==> config.mk <==
export PLATFORM = sky130hd
export DESIGN_NAME = multicycle_sequencer
export DESIGN_NICKNAME = d
export VERILOG_FILES = /design/src/rtl/multicycle_sequencer_pkg.sv /design/src/rtl/multicycle_sequencer_wait_timer.sv /design/src/rtl/multicycle_sequencer.sv
export SDC_FILE = /design/constraint.sdc
export NUM_CORES = 1
export LEC_CHECK = 0
export CORE_MARGIN = 1.5
export CORE_UTILIZATION = 30
export CTS_CLUSTER_DIAMETER = 60
export CTS_CLUSTER_SIZE = 8
export DETAILED_ROUTE_END_ITERATION = 16
export PLACE_DENSITY_LB_ADDON = 0.15
export SKIP_CTS_REPAIR_TIMING = 1
export SLEW_MARGIN = 40
export SYNTH_ARGS = -nofsm -noshare
export SYNTH_HDL_FRONTEND = slang
export SYNTH_SLANG_ARGS = --single-unit
==> constraint.sdc <==
create_clock -name CLK -period 4.6 [get_ports CLK]
set_clock_uncertainty 0.05 [all_clocks]
set_input_delay 0.46 -clock CLK [delete_from_list [all_inputs] [get_ports CLK]]
set_output_delay 0.46 -clock CLK [all_outputs]
set_load 0.02 [all_outputs]
==> src/rtl/multicycle_sequencer_pkg.sv <==
// ----------------------------------------------------------------------------
// multicycle_sequencer_pkg
// Shared definitions for the multicycle instruction sequencer:
//   - seq_state_t : FSM state encoding (also visible on the STATE debug port)
//   - OP_*        : opcode constants of the supported instruction classes
//   - FUNCT3_LOAD : funct3 value that turns an OP_IALU instruction into a load
//   - is_legal_op : opcode legality check used by the decode step
// No ports; imported by multicycle_sequencer and seq_wait_timer.
// ----------------------------------------------------------------------------
package multicycle_sequencer_pkg;

   typedef enum logic [2:0] {
      ST_IDLE   = 3'd0,
      ST_FETCH  = 3'd1,
      ST_DECODE = 3'd2,
      ST_EXEC   = 3'd3,
      ST_MEM    = 3'd4,
      ST_WB     = 3'd5,
      ST_TRAP   = 3'd6
   } seq_state_t;

   localparam logic [6:0] OP_IALU = 7'b0010011;
   localparam logic [6:0] OP_R    = 7'b0110011;
   localparam logic [6:0] OP_S    = 7'b0100011;
   localparam logic [6:0] OP_LUI  = 7'b0110111;
   localparam logic [6:0] OP_B    = 7'b1100011;
   localparam logic [6:0] OP_JAL  = 7'b1101111;
   localparam logic [6:0] OP_JALR = 7'b1100111;

   localparam logic [2:0] FUNCT3_LOAD = 3'b010;

   // True for every opcode the sequencer knows how to step through.
   function automatic logic is_legal_op(input logic [6:0] op);
      logic legal;
      legal = 1'b0;
      case (op)
         OP_IALU, OP_R, OP_S, OP_LUI, OP_B, OP_JAL, OP_JALR: legal = 1'b1;
         default: legal = 1'b0;
      endcase
      return legal;
   endfunction

endpackage

==> src/rtl/multicycle_sequencer_wait_timer.sv <==
// ----------------------------------------------------------------------------
// seq_wait_timer
// Counts cycles spent waiting for a memory acknowledge and flags a timeout
// on the last permitted wait cycle.
// Ports:
//   clk, rst_n : clock, asynchronous active-low reset
//   waiting    : sequencer is in a state that waits for an ack (FETCH or MEM)
//   ack        : the ack relevant to the current waiting state
//   timeout    : this cycle is wait cycle number MEM_TIMEOUT and no ack came
// Parameter MEM_TIMEOUT (1..255): number of wait cycles allowed.
// ----------------------------------------------------------------------------
module seq_wait_timer
   import multicycle_sequencer_pkg::*;
#(
   parameter int MEM_TIMEOUT = 15
) (
   input  logic clk,
   input  logic rst_n,
   input  logic waiting,
   input  logic ack,
   output logic timeout
);

   // The counter holds the number of ack-less cycles already spent, so the
   // current cycle is wait cycle count+1; the last allowed one is count==MEM_TIMEOUT-1.
   localparam logic [7:0] LAST_WAIT = 8'(MEM_TIMEOUT - 1);

   logic [7:0] count;

   // Holding the counter at zero outside the waiting states makes every entry
   // into FETCH or MEM start from a clean count.
   always_ff @(posedge clk or negedge rst_n) begin
      if (!rst_n) begin
         count <= 8'd0;
      end else if (!waiting || ack) begin
         count <= 8'd0;
      end else if (count != 8'hFF) begin
         count <= count + 8'd1;
      end
   end

   // An ack in the final wait cycle wins over the timeout.
   assign timeout = waiting && !ack && (count >= LAST_WAIT);

endmodule

==> src/rtl/multicycle_sequencer.sv <==
// ----------------------------------------------------------------------------
// multicycle_sequencer
// Control FSM of a multicycle processor: IDLE -> FETCH -> DECODE -> EXEC
// -> [MEM] -> WB, with a sticky TRAP for illegal opcodes and ack timeouts.
// Ports:
//   CLK, RST_N         : clock, asynchronous active-low reset
//   EN                 : run enable, sampled only in IDLE and WB
//   OP_CODE, FUNCT_3   : fields of the instruction register
//   IM_ACK, DM_ACK     : single-cycle memory acknowledges
//   IM_REQ, DM_REQ     : memory requests (registered)
//   DM_WE              : data write qualifier (registered)
//   IR_WE              : instruction register load, in the IM_ACK cycle
//   RF_WE, PC_WE       : write-back strobes (registered)
//   ERR                : sticky trap flag (registered)
//   STATE              : current state encoding
//   CYC_CNT, RET_CNT   : performance counters, only with SEQ_PERF_CNT_EN
// Optional feature macro: SEQ_PERF_CNT_EN
// ----------------------------------------------------------------------------
module multicycle_sequencer
   import multicycle_sequencer_pkg::*;
#(
   parameter int MEM_TIMEOUT = 15
) (
   input  logic        CLK,
   input  logic        RST_N,
   input  logic        EN,
   input  logic [6:0]  OP_CODE,
   input  logic [2:0]  FUNCT_3,
   input  logic        IM_ACK,
   input  logic        DM_ACK,
   output logic        IM_REQ,
   output logic        DM_REQ,
   output logic        DM_WE,
   output logic        IR_WE,
   output logic        RF_WE,
   output logic        PC_WE,
   output logic        ERR,
   output logic [2:0]  STATE
`ifdef SEQ_PERF_CNT_EN
   ,
   output logic [31:0] CYC_CNT,
   output logic [31:0] RET_CNT
`endif
);

   seq_state_t state;
   seq_state_t state_nxt;

   logic waiting;
   logic ack;
   logic timeout;

   // Instruction class, captured in DECODE so later steps do not depend on
   // the instruction register staying stable.
   logic mem_op;
   logic store_op;
   logic rf_write;

   assign waiting = (state == ST_FETCH) || (state == ST_MEM);
   assign ack     = ((state == ST_FETCH) && IM_ACK) || ((state == ST_MEM) && DM_ACK);

   seq_wait_timer #(
      .MEM_TIMEOUT (MEM_TIMEOUT)
   ) u_wait_timer (
      .clk     (CLK),
      .rst_n   (RST_N),
      .waiting (waiting),
      .ack     (ack),
      .timeout (timeout)
   );

   // Next-state selection; acks are only looked at in their own waiting state.
   always_comb begin
      state_nxt = state;
      case (state)
         ST_IDLE:   if (EN) state_nxt = ST_FETCH;
         ST_FETCH:  begin
            if (IM_ACK)       state_nxt = ST_DECODE;
            else if (timeout) state_nxt = ST_TRAP;
         end
         ST_DECODE: state_nxt = is_legal_op(OP_CODE) ? ST_EXEC : ST_TRAP;
         ST_EXEC:   state_nxt = mem_op ? ST_MEM : ST_WB;
         ST_MEM:    begin
            if (DM_ACK)       state_nxt = ST_WB;
            else if (timeout) state_nxt = ST_TRAP;
         end
         ST_WB:     state_nxt = EN ? ST_FETCH : ST_IDLE;
         default:   state_nxt = ST_TRAP;
      endcase
   end

   // State register plus outputs registered from the state being entered, so
   // no ack can reach a request output combinationally.
   always_ff @(posedge CLK or negedge RST_N) begin
      if (!RST_N) begin
         state    <= ST_IDLE;
         mem_op   <= 1'b0;
         store_op <= 1'b0;
         rf_write <= 1'b0;
         IM_REQ   <= 1'b0;
         DM_REQ   <= 1'b0;
         DM_WE    <= 1'b0;
         RF_WE    <= 1'b0;
         PC_WE    <= 1'b0;
         ERR      <= 1'b0;
      end else begin
         state <= state_nxt;
         if (state == ST_DECODE) begin
            store_op <= (OP_CODE == OP_S);
            mem_op   <= (OP_CODE == OP_S) ||
                        ((OP_CODE == OP_IALU) && (FUNCT_3 == FUNCT3_LOAD));
            rf_write <= (OP_CODE != OP_S) && (OP_CODE != OP_B);
         end
         IM_REQ <= (state_nxt == ST_FETCH);
         DM_REQ <= (state_nxt == ST_MEM);
         DM_WE  <= (state_nxt == ST_MEM) && store_op;
         RF_WE  <= (state_nxt == ST_WB) && rf_write;
         PC_WE  <= (state_nxt == ST_WB);
         ERR    <= (state_nxt == ST_TRAP);
      end
   end

   // The instruction register must load in the very cycle its data is valid.
   assign IR_WE = (state == ST_FETCH) && IM_ACK;
   assign STATE = state;

`ifdef SEQ_PERF_CNT_EN
   // Busy cycles and retired instructions; both wrap naturally at 2^32.
   always_ff @(posedge CLK or negedge RST_N) begin
      if (!RST_N) begin
         CYC_CNT <= 32'd0;
         RET_CNT <= 32'd0;
      end else begin
         if ((state != ST_IDLE) && (state != ST_TRAP)) CYC_CNT <= CYC_CNT + 32'd1;
         if (state == ST_WB)                           RET_CNT <= RET_CNT + 32'd1;
      end
   end
`endif

endmodule

==> results.rst, run 1 <==
.. list-table::
   :header-rows: 1

   * - Metric
     - Value
   * - Status
     - completed
   * - CTS sink cnt
     - 20
   * - Area leader, netlist
     - dfrtp_1
   * - Core Rows
     - 21
   * - Clock tree from TritonCTS
     - done
   * - Startpoint types
     - input pin
   * - Die Footprint
     - 4070 um2
   * - Number of distinct standard cells referenced by the synthesized netlist
     - 42
   * - Max-capacitance violation count
     - 0
   * - Aggregate routed wire length
     - 2410 um
   * - Data required time at the worst endpoint
     - 4.09 ns
   * - RSZ-0062 raised after global routing
     - no
   * - Worst-Skew Late Latency
     - 0.25 ns
   * - Hold slack final
     - 0.0872 ns
   * - Area delta synth->final
     - 29.5%
   * - Hold violation total from the final report
     - 0
   * - Chip height
     - 63.8 um
   * - CP max stage delay
     - 0.62 ns
   * - Summed instance area of the synthesized netlist
     - 1110 um2
   * - Weighted congestion at the end of routability-driven global placement
     - 0.752
   * - Setup TNS
     - 0 ns
   * - Deepest level of the CTS H-tree
     - 1
   * - Commonest cells post-synth
     - 20 x dfrtp_1, 8 x nand2_1, 8 x nand3_1, 5 x a31oi_1, 5 x nor2_1
   * - Worst Setup End Kind
     - output pin
   * - Core region area
     - 3440 um2
   * - Vias in the first global route
     - 858
   * - Tightest Pin Transition
     - 0.581 ns
   * - Root buf cell
     - clkbuf_8
   * - IO Count
     - 25
   * - Crit path time final
     - 2.39 ns
   * - Setup-violating endpoint count in the final report
     - 0
   * - Max Root-Sink Buffers
     - 2
   * - Iteration-0 DRC count of the detailed router
     - 17
   * - Cell area after placement
     - 1380 um2
   * - Sequential area share after synthesis
     - 45.1%
   * - Pre-antenna DRT Iters
     - 4
   * - Fraction of final layout cells sized beyond drive strength 1
     - 8.33%
   * - Post-route antenna net violation count
     - 0
   * - Number of buffers created by CTS
     - 3
   * - Half-perimeter wire length of the detailed placement result
     - 1870 um
   * - Antenna cell count
     - 0
   * - Classification of the worst-slack hold path
     - input pin to asynchronous set/reset pin
   * - Fraction of registers with async set/reset
     - 100%
   * - Final net count
     - 150
   * - Avg WL per Cell
     - 13.5 um
   * - Largest net degree at the start of global routing
     - 21
   * - Portion of synthesized cell area occupied by the leading cell type
     - 45.1%
   * - Cell types with the largest area share after synthesis
     - dfrtp_1 45%, nor4b_4 4.3%, nand3_1 3.6%
   * - Ys flop type
     - dfrtp_1
   * - Slowest CP cell
     - clkdlybuf4s50_1
   * - Mean instance size in the synthesized netlist
     - 10.4 um2
   * - Initial Utilization
     - 32.2%
   * - X dimension of the die
     - 63.8 um
   * - DR vias
     - 928
   * - Vias per Instance
     - 5.21
   * - Initial antenna violation count
     - 0
   * - Remaining global-route overflow
     - 0
   * - DRC violation count after routing
     - 0
   * - Pins Over Slew Limit
     - 0
   * - Number of instances in the synthesized netlist
     - 107
   * - Peak supply drop
     - 238 uV
   * - Wire length of the first global-routing pass
     - 4060 um
   * - Maximum operating frequency
     - 419 MHz
   * - Final std cell area, no fill
     - 1440 um2
   * - Number of enable-type register cells in the synthesized netlist
     - 0
   * - Fin crit share
     - 51.9%
   * - Total global-route track usage
     - 12.7%
   * - Data arrival time at the worst-slack endpoint
     - 1.88 ns
   * - Leakage Power
     - 0.000601 uW
   * - Reg clk slew, reported paths
     - 0.08 ns
   * - Synthesized Nets
     - 124
   * - Buffers added on ports
     - 24
   * - CP cell instances
     - clkdlybuf4s50_1 > and4bb_2 > clkdlybuf4s50_1
   * - Most frequent cell on the critical path
     - clkdlybuf4s50_1
   * - Most frequent cell after synthesis
     - dfrtp_1
   * - Flops & latches, synth
     - 20
   * - Tightest slew margin relative to the limit
     - 61.2%
   * - Worst setup path category
     - input pin to output pin
   * - Syn. warnings
     - 0
   * - Total power per unit cell area
     - 490 nW/um2
   * - Worst reg2reg path depth
     - 6
   * - Critical path peak fanout
     - 3
[area by class of cell]
class                      instances  area, um2
tap                               46       57.6
multi-input combinational         80        572
clock buffer                       4       55.1
sequential                        20        500
timing repair buffer              24        235
inverter                           4       15.0
fill                             340       2010
[final timing paths]
path	from	end	slack, ns
setup / recovery	IM_ACK	IR_WE	2.21
hold / removal	RST_N	u_wait_timer.count[3]	0.09
setup reg to reg	u_wait_timer.count[0]	ERR	2.66
hold reg to reg	rf_write	rf_write	0.42
max in group asynchronous	RST_N	STATE[1]	4.10
min in group CLK	rf_write	rf_write	0.42
[registers in the layout (all words and copies together) (netlist names)]
name,flops
DM_REQ,1
DM_WE,1
ERR,1
IM_REQ,1
PC_WE,1
RF_WE,1
STATE,3
mem_op,1
rf_write,1
store_op,1
u_wait_timer.count,8
[kinds of logic (layout without fill, tap and decap cells)]
kind of cell | count (synthesis) | after routing | synth area share, %
xor gates and xnor gates | 2 | 2 | 1.58
AOI/OAI and AO/OA | 26 | 26 | 16.4
and+or+nand+nor | 50 | 50 | 31.4
DFF | 20 | 20 | 45.1
buffers and inverters | 7 | 32 | 3.27
adders and majority gates | 2 | 2 | 2.26
[where the power goes]
| group | switching (uW) | internal [uW] |
|---|---|---|
| Sequential | 56.2 | 223 |
| Clock | 56.9 | 76.1 |
| Combinational | 143 | 147 |
[layer usage]
layer  vias up  GRT usage [%]  wire, um
met5         -              0         0
met4         0           4.89        15
met3         2           2.64       160
met2        30           16.9      1010
met1       439           19.8      1220
li1        457              -         -
[worst max-delay path: cells and delay by family]
kind,cells,cell delay [ns]
buffers and inverters,2,1.14
and+or+nand+nor,1,0.28
[per-stage QoR]
step	total power [uW]	std cells	worst slack, ns	util (%)
2_1_floorplan	470	107	2.86	-
3_3_place_gp	573	174	2.25	40.2
3_5_place_dp	574	174	2.22	40.1
4_1_cts	711	178	2.21	41.7
5_1_grt	750	178	2.17	41.7
6_report	703	178	2.21	41.7
[cell usage in the layout, fill, tap and decap left out, drive strengths merged, types with 2 or more instances in the layout]
cell           count
nor4bb             3
nor2b              2
nand2b             2
o21ai              4
o211ai             2
xnor2              2
nor4b              3
and3               3
dfrtp             20
a211oi             3
o31ai              2
nand4              2
inv                4
nand3              8
or2                2
ha                 2
a31oi              5
a21oi              2
nor3               3
nand2              8
clkdlybuf4s50     23
clkbuf             4
nor2               6
(Power assumes the default switching activity.)
==> run 2: changes to the inputs <==
==> constraint.sdc (replaced) <==
create_clock -name CLK -period 2 [get_ports CLK]
set_clock_uncertainty 0.05 [all_clocks]
set_input_delay 0.2 -clock CLK [delete_from_list [all_inputs] [get_ports CLK]]
set_output_delay 0.2 -clock CLK [all_outputs]
set_load 0.02 [all_outputs]
==> results.rst, run 2 (same netlist as run 1, synthesis figures left out) <==
.. list-table::
   :header-rows: 1

   * - Metric
     - Value
   * - Status
     - completed
   * - Crit path to
     - ERR
   * - Core region area
     - 3440 um2 (unchanged)
   * - Remaining global-route overflow
     - 0 (unchanged)
   * - Data required time at the worst endpoint
     - 2.09 ns (-2.00 ns)
   * - Worst reg2reg path depth
     - 7 (+1)
   * - Data arrival time at the worst-slack endpoint
     - 1.87 ns (about the same)
   * - Setup TNS
     - 0 ns (unchanged)
   * - Worst setup path category
     - flop to flop
   * - CTS sink cnt
     - 20 (unchanged)
   * - Half-perimeter wire length of the detailed placement result
     - 1900 um (+1.7%)
   * - Weighted congestion at the end of routability-driven global placement
     - 0.756 (+0.53%)
   * - Classification of the worst-slack hold path
     - input pin to asynchronous set/reset pin
   * - Vias in the first global route
     - 885 (+3.1%)
   * - Post-route antenna net violation count
     - 0 (unchanged)
   * - Number of buffers created by CTS
     - 3 (unchanged)
   * - Deepest level of the CTS H-tree
     - 1 (unchanged)
   * - Tightest slew margin relative to the limit
     - 70.8% (+9.6 points)
   * - Bufs and invs on worst path
     - 2 (unchanged)
   * - Worst path depth
     - 7 (+4)
   * - Fin crit share
     - 89.0%
   * - Core Rows
     - 21 (unchanged)
   * - CP cell instances
     - inv_1 > ha_1 > o211ai_1 > nand2_1 > a222oi_1 > buf_4 > a21boi_0
   * - Initial antenna violation count
     - 0 (unchanged)
   * - Aggregate routed wire length
     - 2440 um (+1.5%)
   * - Chip height
     - 63.8 um (unchanged)
   * - Largest net degree at the start of global routing
     - 21 (unchanged)
   * - Peak supply drop
     - 724 uV (+200%)
   * - Wire length of the first global-routing pass
     - 4170 um (+2.7%)
   * - Crit path time final
     - 1.78 ns
   * - Worst-Skew Late Latency
     - 0.26 ns (about the same)
   * - Die Footprint
     - 4070 um2 (unchanged)
   * - Avg WL per Cell
     - 13.4 um (-0.69%)
   * - Slowest CP cell
     - dfrtp_1
   * - Hold violation total from the final report
     - 0 (unchanged)
   * - Final net count
     - 154 (+2.7%)
   * - Max-capacitance violation count
     - 0 (unchanged)
   * - CP delay by family, top
     - compound AO/OA/AOI/OAI gates
   * - Power after layout
     - 1780 uW (+150%)
   * - Worst Setup SP
     - u_wait_timer.count[0]
   * - Antenna cell count
     - 0 (unchanged)
   * - Tightest Pin Transition
     - 0.432 ns (-0.150 ns)
   * - Reg clk slew, reported paths
     - 0.08 ns (about the same)
   * - Clock tree from TritonCTS
     - done
   * - Beginning of the worst register-to-register path
     - u_wait_timer.count[0]
   * - Buffers added on ports
     - 24 (unchanged)
   * - Max Root-Sink Buffers
     - 2 (unchanged)
   * - Root buf cell
     - clkbuf_8
   * - X dimension of the die
     - 63.8 um (unchanged)
   * - Worst Setup End Kind
     - flop
   * - Maximum operating frequency
     - 562 MHz
   * - Most common library cell in the layout ignoring fill and taps
     - clkdlybuf4s50_1
   * - Iteration-0 DRC count of the detailed router
     - 34 (+17)
   * - DRC violation count after routing
     - 0 (unchanged)
   * - IO Count
     - 25 (unchanged)
   * - Fillcell total
     - 331 (-2.6%)
   * - Leakage Power
     - 0.000643 uW (+7.0%)
   * - DR vias
     - 941 (+1.4%)
   * - Pre-antenna DRT Iters
     - 4 (unchanged)
   * - Total global-route track usage
     - 13.1% (+0.38 points)
   * - Pins Over Slew Limit
     - 0 (unchanged)
   * - Critical path peak fanout
     - 5 (+2)
   * - Setup-violating endpoint count in the final report
     - 0 (unchanged)
   * - RSZ-0062 raised after global routing
     - no
   * - Register with the most flip-flops
     - u_wait_timer.count
   * - Highest-count cells in the layout ignoring fill and taps
     - 23 x clkdlybuf4s50_1, 18 x dfrtp_1, 8 x nand2_1, 8 x nand3_1
   * - Vias per Instance
     - 5.17 (-0.83%)
   * - Total power per unit cell area
     - 1190 nW/um2 (+140%)
   * - Fraction of final layout cells sized beyond drive strength 1
     - 11.8% (+3.4 points)
   * - Startpoint types
     - flop
   * - CP max stage delay
     - 0.40 ns (-0.22 ns)
   * - Initial Utilization
     - 32.2% (unchanged)
   * - Largest register FFs
     - 8 (unchanged)
   * - Capturing point of the worst reg2reg path
     - ERR
   * - Setup slack on the worst flop-to-flop path
     - 0.22 ns (-2.44 ns)
   * - Area delta synth->final
     - 34.5%
run 2: cell types whose count changed in the layout (fill, tap and decap cells not counted):
cell            delta
buf_4              +4
dfrtp_1            -2
dfrtp_2            +2
buf_2              -1
clkbuf_8           -1
bufinv_16          +1
dlymetal6s2s_1     +1
run 2: per-layer routing:
| metal | track usage (%) | share of wire [%] | wire, um |
|---|---|---|---|
| met1 | 19.1 | 52 | 1280 |
| met2 | 18.9 | 42 | 1030 |
| met3 | 4.05 | 4.6 | 113 |
| met4 | 3.26 | 0.61 | 15 |
| met5 | 0 | 0 | 0 |
run 2: per-stage QoR:
step           utilization, %  setup slack [ns]  cell area, um2  hold WS [ns]  instances
3_5_place_dp             41.1             0.136            1420         0.410        178
4_1_cts                  43.2           -0.0562            1490         0.244        182
6_report                 43.3             0.220            1490         0.229        182
5_1_grt                  43.3            0.0602            1490         0.250        182
3_3_place_gp             41.1             0.159            1420         0.408        178
2_1_floorplan               -             0.265            1110        -0.146        107
run 2: report_power, final:
part	switching, uW	internal, uW
combinational	361	378
clock	138	267
sequential	120	517
total	618	1160
run 2: worst min-delay path by stage:
stage / endpoint / slack [ns] / cells past startpoint
floorplan: DM_REQ / -0.15 / 0
global placement: rf_write / 0.41 / 1
detailed placement: rf_write / 0.41 / 1
CTS: u_wait_timer.count[3] / 0.24 / 2
global route: u_wait_timer.count[2] / 0.25 / 2
finish: u_wait_timer.count[2] / 0.23 / 2
run 2: layout make-up:
class	count	area, um2	area share [%]
Multi-Input combinational cell	80	572	38.3
Sequential cell	20	503	33.7
Timing Repair Buffer	28	273	18.3
Tap cell	46	57.6	3.86
Clock buffer	3	41.3	2.77
Clock inverter	1	30.0	2.01
Inverter	4	15.0	1.01
run 2: worst reg2reg max path, cell delays in order (launching register included):
cell	delay, ns
dfrtp_1	0.40
inv_1	0.08
ha_1	0.20
o211ai_1	0.25
nand2_1	0.09
a222oi_1	0.32
buf_4	0.19
a21boi_0	0.08
